===== src/rtl/muldiv_if.sv =====
// Start/done handshake bundle between the CPU control FSM and the iterative
// multiply/divide unit.
interface muldiv_if #(
    parameter int WIDTH = 32
);
    logic             start;
    logic             op;
    logic [WIDTH-1:0] a;
    logic [WIDTH-1:0] b;
    logic             busy;
    logic             done;
    logic [WIDTH-1:0] hi;
    logic [WIDTH-1:0] lo;
    logic             div_by_zero;

    modport master (
        output start, op, a, b,
        input  busy, done, hi, lo, div_by_zero
    );

    modport slave (
        input  start, op, a, b,
        output busy, done, hi, lo, div_by_zero
    );
endinterface


===== src/rtl/muldiv_unit.sv =====
// Iterative signed multiply (shift-add) and divide (restoring) unit.
// Works on magnitudes, then sign-corrects into HI/LO.
module muldiv_unit #(
    parameter int WIDTH = 32,
    parameter int CNT_W = 6
) (
    input  logic    clk,
    input  logic    reset,
    muldiv_if.slave bus
);
    typedef enum logic [1:0] {IDLE, RUN, FIX, DONE} state_t;

    localparam logic [CNT_W-1:0] LAST = CNT_W'(WIDTH - 1);

    state_t             state, state_next;
    logic               accept, iterate, load_result, finish;
    logic               op_q, sign_a, sign_b;
    logic [CNT_W-1:0]   count;
    logic [WIDTH-1:0]   operand;
    logic [2*WIDTH-1:0] acc, acc_next;
    logic               busy_q, done_q, dbz_q;
    logic [WIDTH-1:0]   hi_q, lo_q;

    logic [WIDTH-1:0]   mag_a, mag_b;
    logic               b_zero;
    logic [WIDTH:0]     mult_sum;
    logic [2*WIDTH-1:0] div_shift;
    logic [WIDTH:0]     div_diff;
    logic [2*WIDTH-1:0] product;
    logic [WIDTH-1:0]   quotient, remainder;

    assign mag_a  = bus.a[WIDTH-1] ? -bus.a : bus.a;
    assign mag_b  = bus.b[WIDTH-1] ? -bus.b : bus.b;
    assign b_zero = (bus.b == '0);

    always_ff @(posedge clk or negedge reset) begin
        if (!reset) state <= IDLE;
        else        state <= state_next;
    end

    always_comb begin
        state_next = state;
        case (state)
            IDLE: if (bus.start) state_next = (bus.op && b_zero) ? DONE : RUN;
            RUN:  if (count == LAST) state_next = FIX;
            FIX:  state_next = DONE;
            DONE: state_next = IDLE;
            default: state_next = IDLE;
        endcase
    end

    always_comb begin
        accept      = 1'b0;
        iterate     = 1'b0;
        load_result = 1'b0;
        finish      = 1'b0;
        case (state)
            IDLE: accept      = bus.start;
            RUN:  iterate     = 1'b1;
            FIX:  load_result = 1'b1;
            DONE: finish      = 1'b1;
            default: ;
        endcase
    end

    // acc holds {upper, multiplier} for mult and {remainder, quotient} for div
    always_comb begin
        mult_sum  = {1'b0, acc[2*WIDTH-1:WIDTH]} + {1'b0, operand};
        div_shift = {acc[2*WIDTH-2:0], 1'b0};
        div_diff  = {1'b0, div_shift[2*WIDTH-1:WIDTH]} - {1'b0, operand};
        acc_next  = acc;
        if (!op_q) begin
            if (acc[0]) acc_next = {mult_sum, acc[WIDTH-1:1]};
            else        acc_next = {1'b0, acc[2*WIDTH-1:1]};
        end else begin
            if (!div_diff[WIDTH]) acc_next = {div_diff[WIDTH-1:0], div_shift[WIDTH-1:1], 1'b1};
            else                  acc_next = div_shift;
        end
    end

    // Quotient follows sign(a)^sign(b); remainder follows the dividend
    always_comb begin
        product   = (sign_a ^ sign_b) ? -acc : acc;
        quotient  = (sign_a ^ sign_b) ? -acc[WIDTH-1:0] : acc[WIDTH-1:0];
        remainder = sign_a ? -acc[2*WIDTH-1:WIDTH] : acc[2*WIDTH-1:WIDTH];
    end

    always_ff @(posedge clk or negedge reset) begin
        if (!reset) begin
            op_q    <= 1'b0;
            sign_a  <= 1'b0;
            sign_b  <= 1'b0;
            count   <= '0;
            operand <= '0;
            acc     <= '0;
            busy_q  <= 1'b0;
            done_q  <= 1'b0;
            dbz_q   <= 1'b0;
            hi_q    <= '0;
            lo_q    <= '0;
        end else begin
            done_q <= 1'b0;
            if (accept) begin
                op_q    <= bus.op;
                sign_a  <= bus.a[WIDTH-1];
                sign_b  <= bus.b[WIDTH-1];
                count   <= '0;
                busy_q  <= 1'b1;
                dbz_q   <= bus.op && b_zero;
                operand <= bus.op ? mag_b : mag_a;
                acc     <= {{WIDTH{1'b0}}, (bus.op ? mag_a : mag_b)};
            end
            if (iterate) begin
                count <= count + 1'b1;
                acc   <= acc_next;
            end
            if (load_result) begin
                if (op_q) begin
                    hi_q <= remainder;
                    lo_q <= quotient;
                end else begin
                    hi_q <= product[2*WIDTH-1:WIDTH];
                    lo_q <= product[WIDTH-1:0];
                end
            end
            // done is registered, so it rises as the FSM returns to IDLE
            if (finish) begin
                busy_q <= 1'b0;
                done_q <= 1'b1;
            end
        end
    end

    assign bus.busy        = busy_q;
    assign bus.done        = done_q;
    assign bus.hi          = hi_q;
    assign bus.lo          = lo_q;
    assign bus.div_by_zero = dbz_q;
endmodule


===== src/flat_wrapper.sv =====
// flat-port wrapper written by rule: the top's interface ports become plain ports
module muldiv_unit_flat 
#(
    parameter int WIDTH = 32,
    parameter int CNT_W = 6
)
  (clk, reset, bus_start, bus_op, bus_a, bus_b, bus_busy, bus_done, bus_hi, bus_lo, bus_div_by_zero);
  muldiv_if #(.WIDTH(WIDTH)) bus_i ();
  input  logic clk;
  input  logic reset;
  input wire logic [$bits(bus_i.start)-1:0] bus_start;
  input wire logic [$bits(bus_i.op)-1:0] bus_op;
  input wire logic [$bits(bus_i.a)-1:0] bus_a;
  input wire logic [$bits(bus_i.b)-1:0] bus_b;
  output wire logic [$bits(bus_i.busy)-1:0] bus_busy;
  output wire logic [$bits(bus_i.done)-1:0] bus_done;
  output wire logic [$bits(bus_i.hi)-1:0] bus_hi;
  output wire logic [$bits(bus_i.lo)-1:0] bus_lo;
  output wire logic [$bits(bus_i.div_by_zero)-1:0] bus_div_by_zero;
  assign bus_i.start = bus_start;
  assign bus_i.op = bus_op;
  assign bus_i.a = bus_a;
  assign bus_i.b = bus_b;
  assign bus_busy = bus_i.busy;
  assign bus_done = bus_i.done;
  assign bus_hi = bus_i.hi;
  assign bus_lo = bus_i.lo;
  assign bus_div_by_zero = bus_i.div_by_zero;
  muldiv_unit #(.WIDTH(WIDTH), .CNT_W(CNT_W)) u_core (.clk(clk), .reset(reset), .bus(bus_i));
endmodule

===== config.mk =====
export PLATFORM = sky130hd
export DESIGN_NAME = muldiv_unit_flat
export DESIGN_NICKNAME = d
export VERILOG_FILES = /design/src/rtl/muldiv_if.sv /design/src/rtl/muldiv_unit.sv /design/src/flat_wrapper.sv
export SDC_FILE = /design/constraint.sdc
export NUM_CORES = 1
export LEC_CHECK = 0
export CORE_ASPECT_RATIO = 1.4
export CORE_UTILIZATION = 50
export CTS_CLUSTER_DIAMETER = 120
export DETAILED_ROUTE_END_ITERATION = 10
export DONT_BUFFER_PORTS = 1
export PLACE_DENSITY = 0.68
export SLEW_MARGIN = 20
export SYNTH_ARGS = -nofsm -noshare
export SYNTH_HDL_FRONTEND = slang
export SYNTH_SLANG_ARGS = --single-unit

===== constraint.sdc =====
create_clock -name clk -period 3.2 [get_ports clk]
set_input_delay 0.32 -clock clk [delete_from_list [all_inputs] [get_ports clk]]
set_output_delay 0.32 -clock clk [all_outputs]
set_load 0.05 [all_outputs]

## Yosys cells after proc, flatten, opt, wreduce, memory -nomap -nowiden

Index checks and enable logic that the tools add are counted.

| operators by class | value |
|---|---|
| eq/ne operators | 6 |
| $add $sub $neg | 8 |
| bitwise logic cells | 1 |
| multiplexer cells | 27 |
| reductions and logical operators | 6 |

Operators with widths:

| cell | count |
|---|---|
| 2-to-1 mux 64 bit | 6 |
| 2-to-1 mux 32 bit | 8 |
| negator 32 bit | 4 |
| negator 64 bit | 1 |
| adder 32 x 32 -> 33 bit | 1 |
| subtractor 32 x 32 -> 33 bit | 1 |
| zero test 32 bit | 1 |
| 2-to-1 mux 6 bit | 2 |
| case mux 2 bit (4 select lines) | 1 |
| 2-to-1 mux 1 bit | 7 |
| adder 6 x 1 -> 6 bit, second input constant | 1 |
| equality test 6 x 5 -> 1 bit, second input constant | 1 |
| 2-to-1 mux 2 bit | 3 |
| equality test 2 bit, second input constant | 2 |
| nonzero test 2 bit | 2 |
| equality test 2 x 1 -> 1 bit, second input constant | 1 |
| zero test 2 bit | 1 |
| inequality test 2 x 1 -> 1 bit, second input constant | 1 |
| inequality test 2 bit, second input constant | 1 |
| AND reduction 2 bit | 1 |
| logical AND 1 bit | 1 |
| XOR 1 bit | 1 |

| storage, ports and cells | value |
|---|---|
| bits of input ports | 68 |
| flip-flop bits (word level) | 174 |
| logic and storage cells | 60 |
| output and inout port bits | 67 |

## Logic depth before layout (Yosys ltp)

Gate-level depths: netlist of the first run.

| logic depth | value |
|---|---|
| depth after elaboration | 5 |
| mapped depth | 14 |
| mapped depth without buffers | 12 |

## Least setup slack after synthesis of the first run

OpenSTA, ideal clock, no wires.

| timing path | value |
|---|---|
| path kind | reg-to-reg |
| from | register u_core.acc[31] |
| to | register u_core.acc[56] |
| slack | -0.049 ns |
| clock period less this slack | 3.249 ns |
| arrival | 3.120 ns |
| buffers on the path | 2 |
| setup time | 0.130 ns |
| stages on the path, launching flop included | 15 |
| cell sequence | dfrtp_1 > inv_1 > ha_1 > fa_1 > nand2b_1 > a21o_1 > a21oi_1 > a211oi_1 > o21ai_1 > a31o_2 > clkbuf_1 > clkbuf_1 > nand2_1 > o221ai_1 > o21ai_0 |

| on the way | value |
|---|---|
| cells in the longest elaborated chain, start to end | 4 |

Ends and longest elaborated chain:

| item | RTL line | RTL |
|---|---|---|
| start, declared | muldiv_unit.sv:20 | `logic [2*WIDTH-1:0] acc, acc_next;` |
| start signal, assigned | muldiv_unit.sv:111 | `acc <= {{WIDTH{1'b0}}, (bus.op ? mag_a : mag_b)};` |
| start signal, assigned | muldiv_unit.sv:115 | `acc <= acc_next;` |
| subtractor 32 x 32 -> 33 bit | muldiv_unit.sv:70 | `div_diff = {1'b0, div_shift[2*WIDTH-1:WIDTH]} - {1'b0, operand};` |
| 2-to-1 mux 64 bit | muldiv_unit.sv:76 | `if (!div_diff[WIDTH]) acc_next = {div_diff[WIDTH-1:0], div_shift[WIDTH-1:1], 1'b1};` |
| 2-to-1 mux 64 bit | muldiv_unit.sv:72 | `if (!op_q) begin` |
| 2-to-1 mux 64 bit | muldiv_unit.sv:113 | `if (iterate) begin` |

No other way between the ends.
A chain may end at the register's enable or synchronous reset.

## Worst setup path after layout of the first run

| timing path | value |
|---|---|
| from | register u_core.acc[34] |
| to | register u_core.acc[55] |

| on the way | value |
|---|---|
| cells in the longest elaborated chain, start to end | 4 |
| elaborated cells on any way between the ends | 6 |

Ends and longest elaborated chain:

| item | RTL line |
|---|---|
| adder 32 x 32 -> 33 bit or subtractor 32 x 32 -> 33 bit (tied branches) | muldiv_unit.sv:68, muldiv_unit.sv:70 |
| 2-to-1 mux 64 bit (on tied branches) | muldiv_unit.sv:73, muldiv_unit.sv:76 |
| 2-to-1 mux 64 bit (*) | muldiv_unit.sv:72 |
| 2-to-1 mux 64 bit (*) | muldiv_unit.sv:113 |

Every way passes the cells marked *; elsewhere a longest branch is shown, timed or not.

==> results by group, run 1 <==
Synth
  • Synth Area in XOR/XNOR: about a tenth
  • Mux cell area share after synthesis: 4.58%
  • Post-Synthesis Cells: about 1,900
  • Ys Warns: 0
  • Top cells by area, synth: dfrtp_1 29%, a21oi_1 6.4%, ha_1 6.2%
  • Syn_nets: 2,043
  • Area share of fa/ha/maj cells after synthesis: between 6 and 7%
  • Unique masters post-synth: between 70 and 80
  • Largest family of logic cells by synthesized area: compound AO/OA/AOI/OAI gates
  • Post-Syn Area: ~0.015 mm^2
  • Post-Synth Simple-Gate Area: between 10% and 20%
  • #FFs+latches synth: approximately 170
  • Async SR Flop Fraction: 100%
  • Number of synthesized flops with an enable pin: 0
  • Dominant synthesized flop cell: dfrtp_1
  • Synthesized area per cell: between 7 and 8 um^2
  • Post-synth top area cell: dfrtp_1
  • Sequential area share after synthesis: roughly 29%
  • Compound-cell area share of the yosys netlist: between 20% and 30%
  • Post-synth top area share: between 20% and 30%

Die
  • Core ar.: 0.0294 mm^2
  • Die Y: about 210 um
  • Initial core utilization: 51.3%
  • Top-Level Pins: between 100 and 150
  • Site Rows: 74
  • DIE AREA: slightly above 0.03 mm^2
  • Die width: 149 um

Routing
  • DRT Pass-1 Iters: 5
  • DRT iter0 DRCs: approximately 1,100
  • WL final: between 50,000 and 60,000 um
  • Drc violations: 0
  • Vias per std cell: ~6.5
  • WL per Instance: approximately 24 um
  • Antenna-violating nets left: 0
  • Vias after detailed routing: ~15,000

Finish
  • Final instance area: 0.0170 mm^2
  • Most frequent cells in the layout: 190 x nand2_1, 189 x a21oi_1, 174 x nor2_1, 173 x dfrtp_1, 151 x buf_4
  • Finished Layout Cells: 2,329
  • Most common cell after layout, fill and taps aside: nand2_1
  • FILL cells: 2,719
  • Layout cell share with drive strength beyond 1: between 10 and 15%
  • Area grow syn2layout: 12.3%
  • Nets: 2,080

Worst setup path
  • Cell Chain, Critical Path: ha_1 > buf_4 > o211ai_1 > a21oi_1 > o21bai_1 > a211o_1 > a21oi_1 > nor3_1 > o21ai_0 > o21ai_0 > o221ai_1
  • Critical Path AT: around 3.5 ns
  • CP Class: reg2reg
  • CP Capture Type: flop
  • Crit Path Max Fanout: 4
  • Worst path buffer plus inverter count: 1
  • Crit-path slowest cell: dfrtp_1
  • Crit start category: flop
  • Largest stage delay, worst path: 0.46 ns
  • WP data required: between 3 and 4 ns
  • Delay-heaviest family, CP: compound AO/OA/AOI/OAI gates

Timing
  • Rel. slew slack: between 40% and 50%
  • Max-slew violation count: 0
  • Final setup margin: between 0.03 and 0.04 ns
  • Tmin final: 3.17 ns
  • Final setup fails: 0
  • Final Hold Vio Count: roughly 170
  • Final Hold Slack: -0.420 ns
  • Worst-margin pin slew: between 0.7 and 0.8 ns
  • Max Freq: around 320 MHz
  • Clk_skew: 0.0175 ns
  • Tcrit/Tclk final: between 90 and 100%

Global route
  • Vias in the first global route: 14,900
  • First-pass GRT wire length: around 85,000 um
  • Antenna violations before repair: 2
  • Largest net degree at the start of global routing: around 180
  • Total grt overflow: 0
  • Total track usage: a little over a third

CTS
  • Clk sinks: 174
  • TritonCTS clock tree: built
  • Total CTS buffers: 17
  • H-tree depth: 4
  • Clk buf depth: 2
  • Root Driver: clkbuf_16
  • Clock latency on the worst-skew pair: about 0.45 ns
  • Worst-path clk slew: roughly 0.08 ns

Place
  • Hpwl dp: 41,700 um
  • Pre-CTS setup slack: -0.0614 ns
  • # placed instances: roughly 2,300
  • Post-place instance area: 0.0162 mm^2
  • Port Buf Inserts: 0
  • GPL Wtd Cong: 0.993

Run status
  • Failing checks: hold timing
  • Status: complete, but fails checks

Worst hold path
  • Hold WC Path Type: in2async

Flow run
  • Max-cap violations: 0
## cell type report
| cell class | count | area (um^2) | area share (%) |
|---|---|---|---|
| diodes | 1 | 2.50 | 0.0148 |
| clock buffers | 17 | 425 | 2.51 |
| clock inverters | 15 | 191 | 1.13 |
| inverters | 61 | 229 | 1.35 |
| multi-input cells | 1527 | 10100 | 59.5 |
| flip-flops and latches | 174 | 4360 | 25.7 |
| well taps | 380 | 475 | 2.80 |
| repair buffers | 154 | 1180 | 6.99 |
## registers in the layout, indices dropped and copies added (netlist names)
name,cells
u_core.op_q,1
u_core.bus.lo,32
u_core.bus.hi,32
u_core.bus.busy,1
u_core.acc,64
u_core.count,6
u_core.bus.div_by_zero,1
u_core.sign_a,1
u_core.operand,32
u_core.state,2
u_core.bus.done,1
u_core.sign_b,1
## logic make-up (layout without fill, tap and decap cells)
family | after synthesis | count (layout)
other cells | 0 | 1
flops | 174 | 174
buf+inv | 197 | 247
compound gates | 639 | 639
fa+ha+maj | 77 | 77
xor+xnor | 172 | 172
mux | 67 | 67
simple gates | 572 | 572
## final timing paths
| path | from | to | slack (ns) | cells past startpoint |
|---|---|---|---|---|
| max | u_core.acc[34]$_DFFE_PN0P_ | u_core.acc[55]$_DFFE_PN0P_ | 0.03 | 11 |
| min | reset | u_core.acc[43]$_DFFE_PN0P_ | -0.42 | 0 |
| max reg2reg | u_core.acc[34]$_DFFE_PN0P_ | u_core.acc[55]$_DFFE_PN0P_ | 0.03 | 11 |
| min reg2reg | u_core.count[5]$_DFFE_PN0P_ | u_core.count[5]$_DFFE_PN0P_ | 0.50 | 1 |
| max in group asynchronous | reset | u_core.bus.lo[27]$_DFFE_PN0P_ | 3.27 | 0 |
| min in group clk | bus_op | u_core.op_q$_DFFE_PN0P_ | 0.07 | 2 |
## cell usage after synthesis (all sizes together) (22+ instances only)
library cell,number
a21oi,193
nand2,191
nor2,176
dfrtp,174
o21ai,138
clkbuf,121
xnor2,97
ha,75
xor2,75
a211oi,68
inv,61
mux2i,50
a21o,40
nand3,34
nor3,31
a31oi,29
o31ai,29
or4,22
## worst register-to-register path: cells and delay by family, from the launching register on
kind,cells,cell delay [ns]
AOI/OAI and AO/OA,8,2.06
adders and majority gates,1,0.34
buffers and inverters,1,0.13
DFF,1,0.46
and+or+nand+nor,1,0.08
## layer usage
metal,vias up,global-route usage [%],wire (um)
met5,-,0,0
met4,0,25.5,4420
met3,224,6.37,3560
met2,697,61.1,27000
met1,7248,40.3,19900
li1,6977,-,-
## what timing repair did
item,CTS,global route
endpoints found under the setup margin,4,41
setup buffers,0,3
pin swaps,0,6
endpoints found under the hold margin,174,174
resized for setup,1,33
## stage by stage
step | TNS, ns | util (%)
finish | 0 | 57.6
global route | -0.0100 | 57.6
CTS | 0 | 57.0
detailed placement | -0.160 | 54.9
global placement | -0.0594 | 54.9
floorplan | 0 | -
Power of run 1 is not shown: default switching activity piles up to over one toggle a cycle in this logic, so the estimate is an artifact.
==> run 2: changes to the inputs <==
- GPL_ROUTABILITY_DRIVEN: default -> 0
==> run 2 against run 1 <==
The flow still finishes with violations (hold timing). Maximum frequency rose by 0.94%. Critical endpoint is now u_core.acc[57]$_DFFE_PN0P_. Core utilization rose by 0.80 points. Sequential share of layout area fell by 0.35 points. Highest routed layer unchanged. Die area did not move.
==> results by group, run 2 (synthesis gave the netlist of run 1 again) <==
Run status
  • Status: complete, but fails checks
  • Failing checks: hold timing

Timing
  • Final setup fails: 0
  • Final Hold Vio Count: ~170
  • Final Hold Slack: -0.432 ns
  • Worst-margin pin slew: roughly 0.8 ns
  • Max Freq: around 320 MHz
  • Tcrit/Tclk final: a little over nine tenths
  • Tmin final: between 3 and 4 ns
  • Rel. slew slack: 47.7%
  • Max-slew violation count: 0
  • Setup TNS: 0 ns
  • Clk_skew: 0.0201 ns

Worst hold path
  • Hold WC Path Type: in2async

Worst setup path
  • Crit start category: flop
  • Critical Path AT: 3.48 ns
  • R2R Path Start: u_core.operand[12]$_DFFE_PN0P_
  • CP Class: reg2reg
  • CP Capture Type: flop
  • WP data required: 3.54 ns
  • CP Launch Point: u_core.operand[12]$_DFFE_PN0P_
  • Crit Path Max Fanout: 4

Place
  • Hpwl dp: just under 40,000 um
  • Port Buf Inserts: 0

Finish
  • Top reg by flops: u_core.acc
  • Nets: around 2,100
  • Area grow syn2layout: 13.8%
  • Layout cell share with drive strength beyond 1: 14.3%
  • Max reg flops: 64
  • Most frequent cells in the layout: 190 x nand2_1, 189 x a21oi_1, 176 x nor2_1, 173 x dfrtp_1, 169 x buf_4
  • Most common cell after layout, fill and taps aside: nand2_1
  • Final Core Density: between 50% and 60%
  • Ant diodes: 0
  • FILL cells: approximately 2,700

Routing
  • Vias after detailed routing: 14,800
  • WL final: approximately 50,000 um
  • DRT iter0 DRCs: between 1,000 and 1,500
  • DRT Pass-1 Iters: 10
  • WL per Instance: 21.7 um
  • Drc violations: 0
  • Antenna-violating nets left: 0
  • Vias per std cell: about 6.3

Die
  • DIE AREA: between 0.03 and 0.04 mm^2
  • Core ar.: ~0.029 mm^2
  • Top-Level Pins: 135
  • Die Y: 208 um
  • Initial core utilization: about half
  • Die width: about 150 um
  • Site Rows: 74

Flow run
  • Max-cap violations: 0

Global route
  • Vias in the first global route: between 10,000 and 15,000
  • Total track usage: 32.9%
  • Total grt overflow: 0
  • Largest net degree at the start of global routing: ~180
  • First-pass GRT wire length: 78,200 um
  • Antenna violations before repair: 0

CTS
  • Total CTS buffers: 17
  • H-tree depth: 4
  • Clock latency on the worst-skew pair: 0.46 ns
  • TritonCTS clock tree: built
  • Root Driver: clkbuf_16
  • Worst-path clk slew: 0.08 ns
  • Clk buf depth: 2
  • Postcts setup bufs: 0
  • Clk sinks: 174
[run 2: path summary, 6_finish.rpt]
check | to | slack, ns | depth (start not counted)
worst max-delay path | u_core.acc[57]$_DFFE_PN0P_ | 0.06 | 11
worst min-delay path | u_core.acc[54]$_DFFE_PN0P_ | -0.43 | 0
worst max register to register | u_core.acc[57]$_DFFE_PN0P_ | 0.06 | 11
worst min register to register | u_core.count[5]$_DFFE_PN0P_ | 0.49 | 1
max in group asynchronous | u_core.bus.lo[4]$_DFFE_PN0P_ | 3.26 | 0
min in group clk | u_core.op_q$_DFFE_PN0P_ | 0.08 | 2
[run 2: metrics by stage]
step	instance area [um^2]	worst slack, ns	instances
2_1_floorplan	15100	0.0759	1898
3_5_place_dp	16400	-0.124	2316
5_1_grt	17200	-0.0443	2348
4_1_cts	17100	0.00918	2348
6_report	17200	0.0612	2348
3_3_place_gp	16400	-0.0544	2316
[run 2: timing repair]
item / 4_1_cts / 5_1_grt
endpoints found under the hold margin: 174 / 174
resized for setup: 6 / 27
pin swaps: 1 / 3
setup endpoints to repair: 22 / 35
[run 2: final cells by class]
class	count	area (um^2)	area share (%)
clock buffers	17	425	2.47
repair buffers	174	1360	7.91
multi-input cells	1527	10100	58.8
inverters	61	229	1.33
clock inverters	15	241	1.40
well taps	380	475	2.76
flip-flops and latches	174	4360	25.3
[run 2: routing by layer]
layer | vias to the layer above | share of wire (%) | track usage, %
li1 | 7030 | - | -
met1 | 6979 | 38 | 37.4
met2 | 659 | 47 | 55.0
met3 | 165 | 6.0 | 4.70
met4 | 0 | 8.2 | 25.2
met5 | - | 0 | 0
[run 2: worst max-delay path, cell delays in order, from the launching register on]
cell and delay, ns:
dfrtp_1 0.39, inv_1 0.15, ha_1 0.29, and4_1 0.23, buf_4 0.17, nor2b_1 0.14, a311oi_2 0.31, a211o_1 0.24
a21oi_1 0.15, or4b_2 0.64, a31oi_1 0.22, o31ai_1 0.10
Power of run 2 is left out for the same reason.
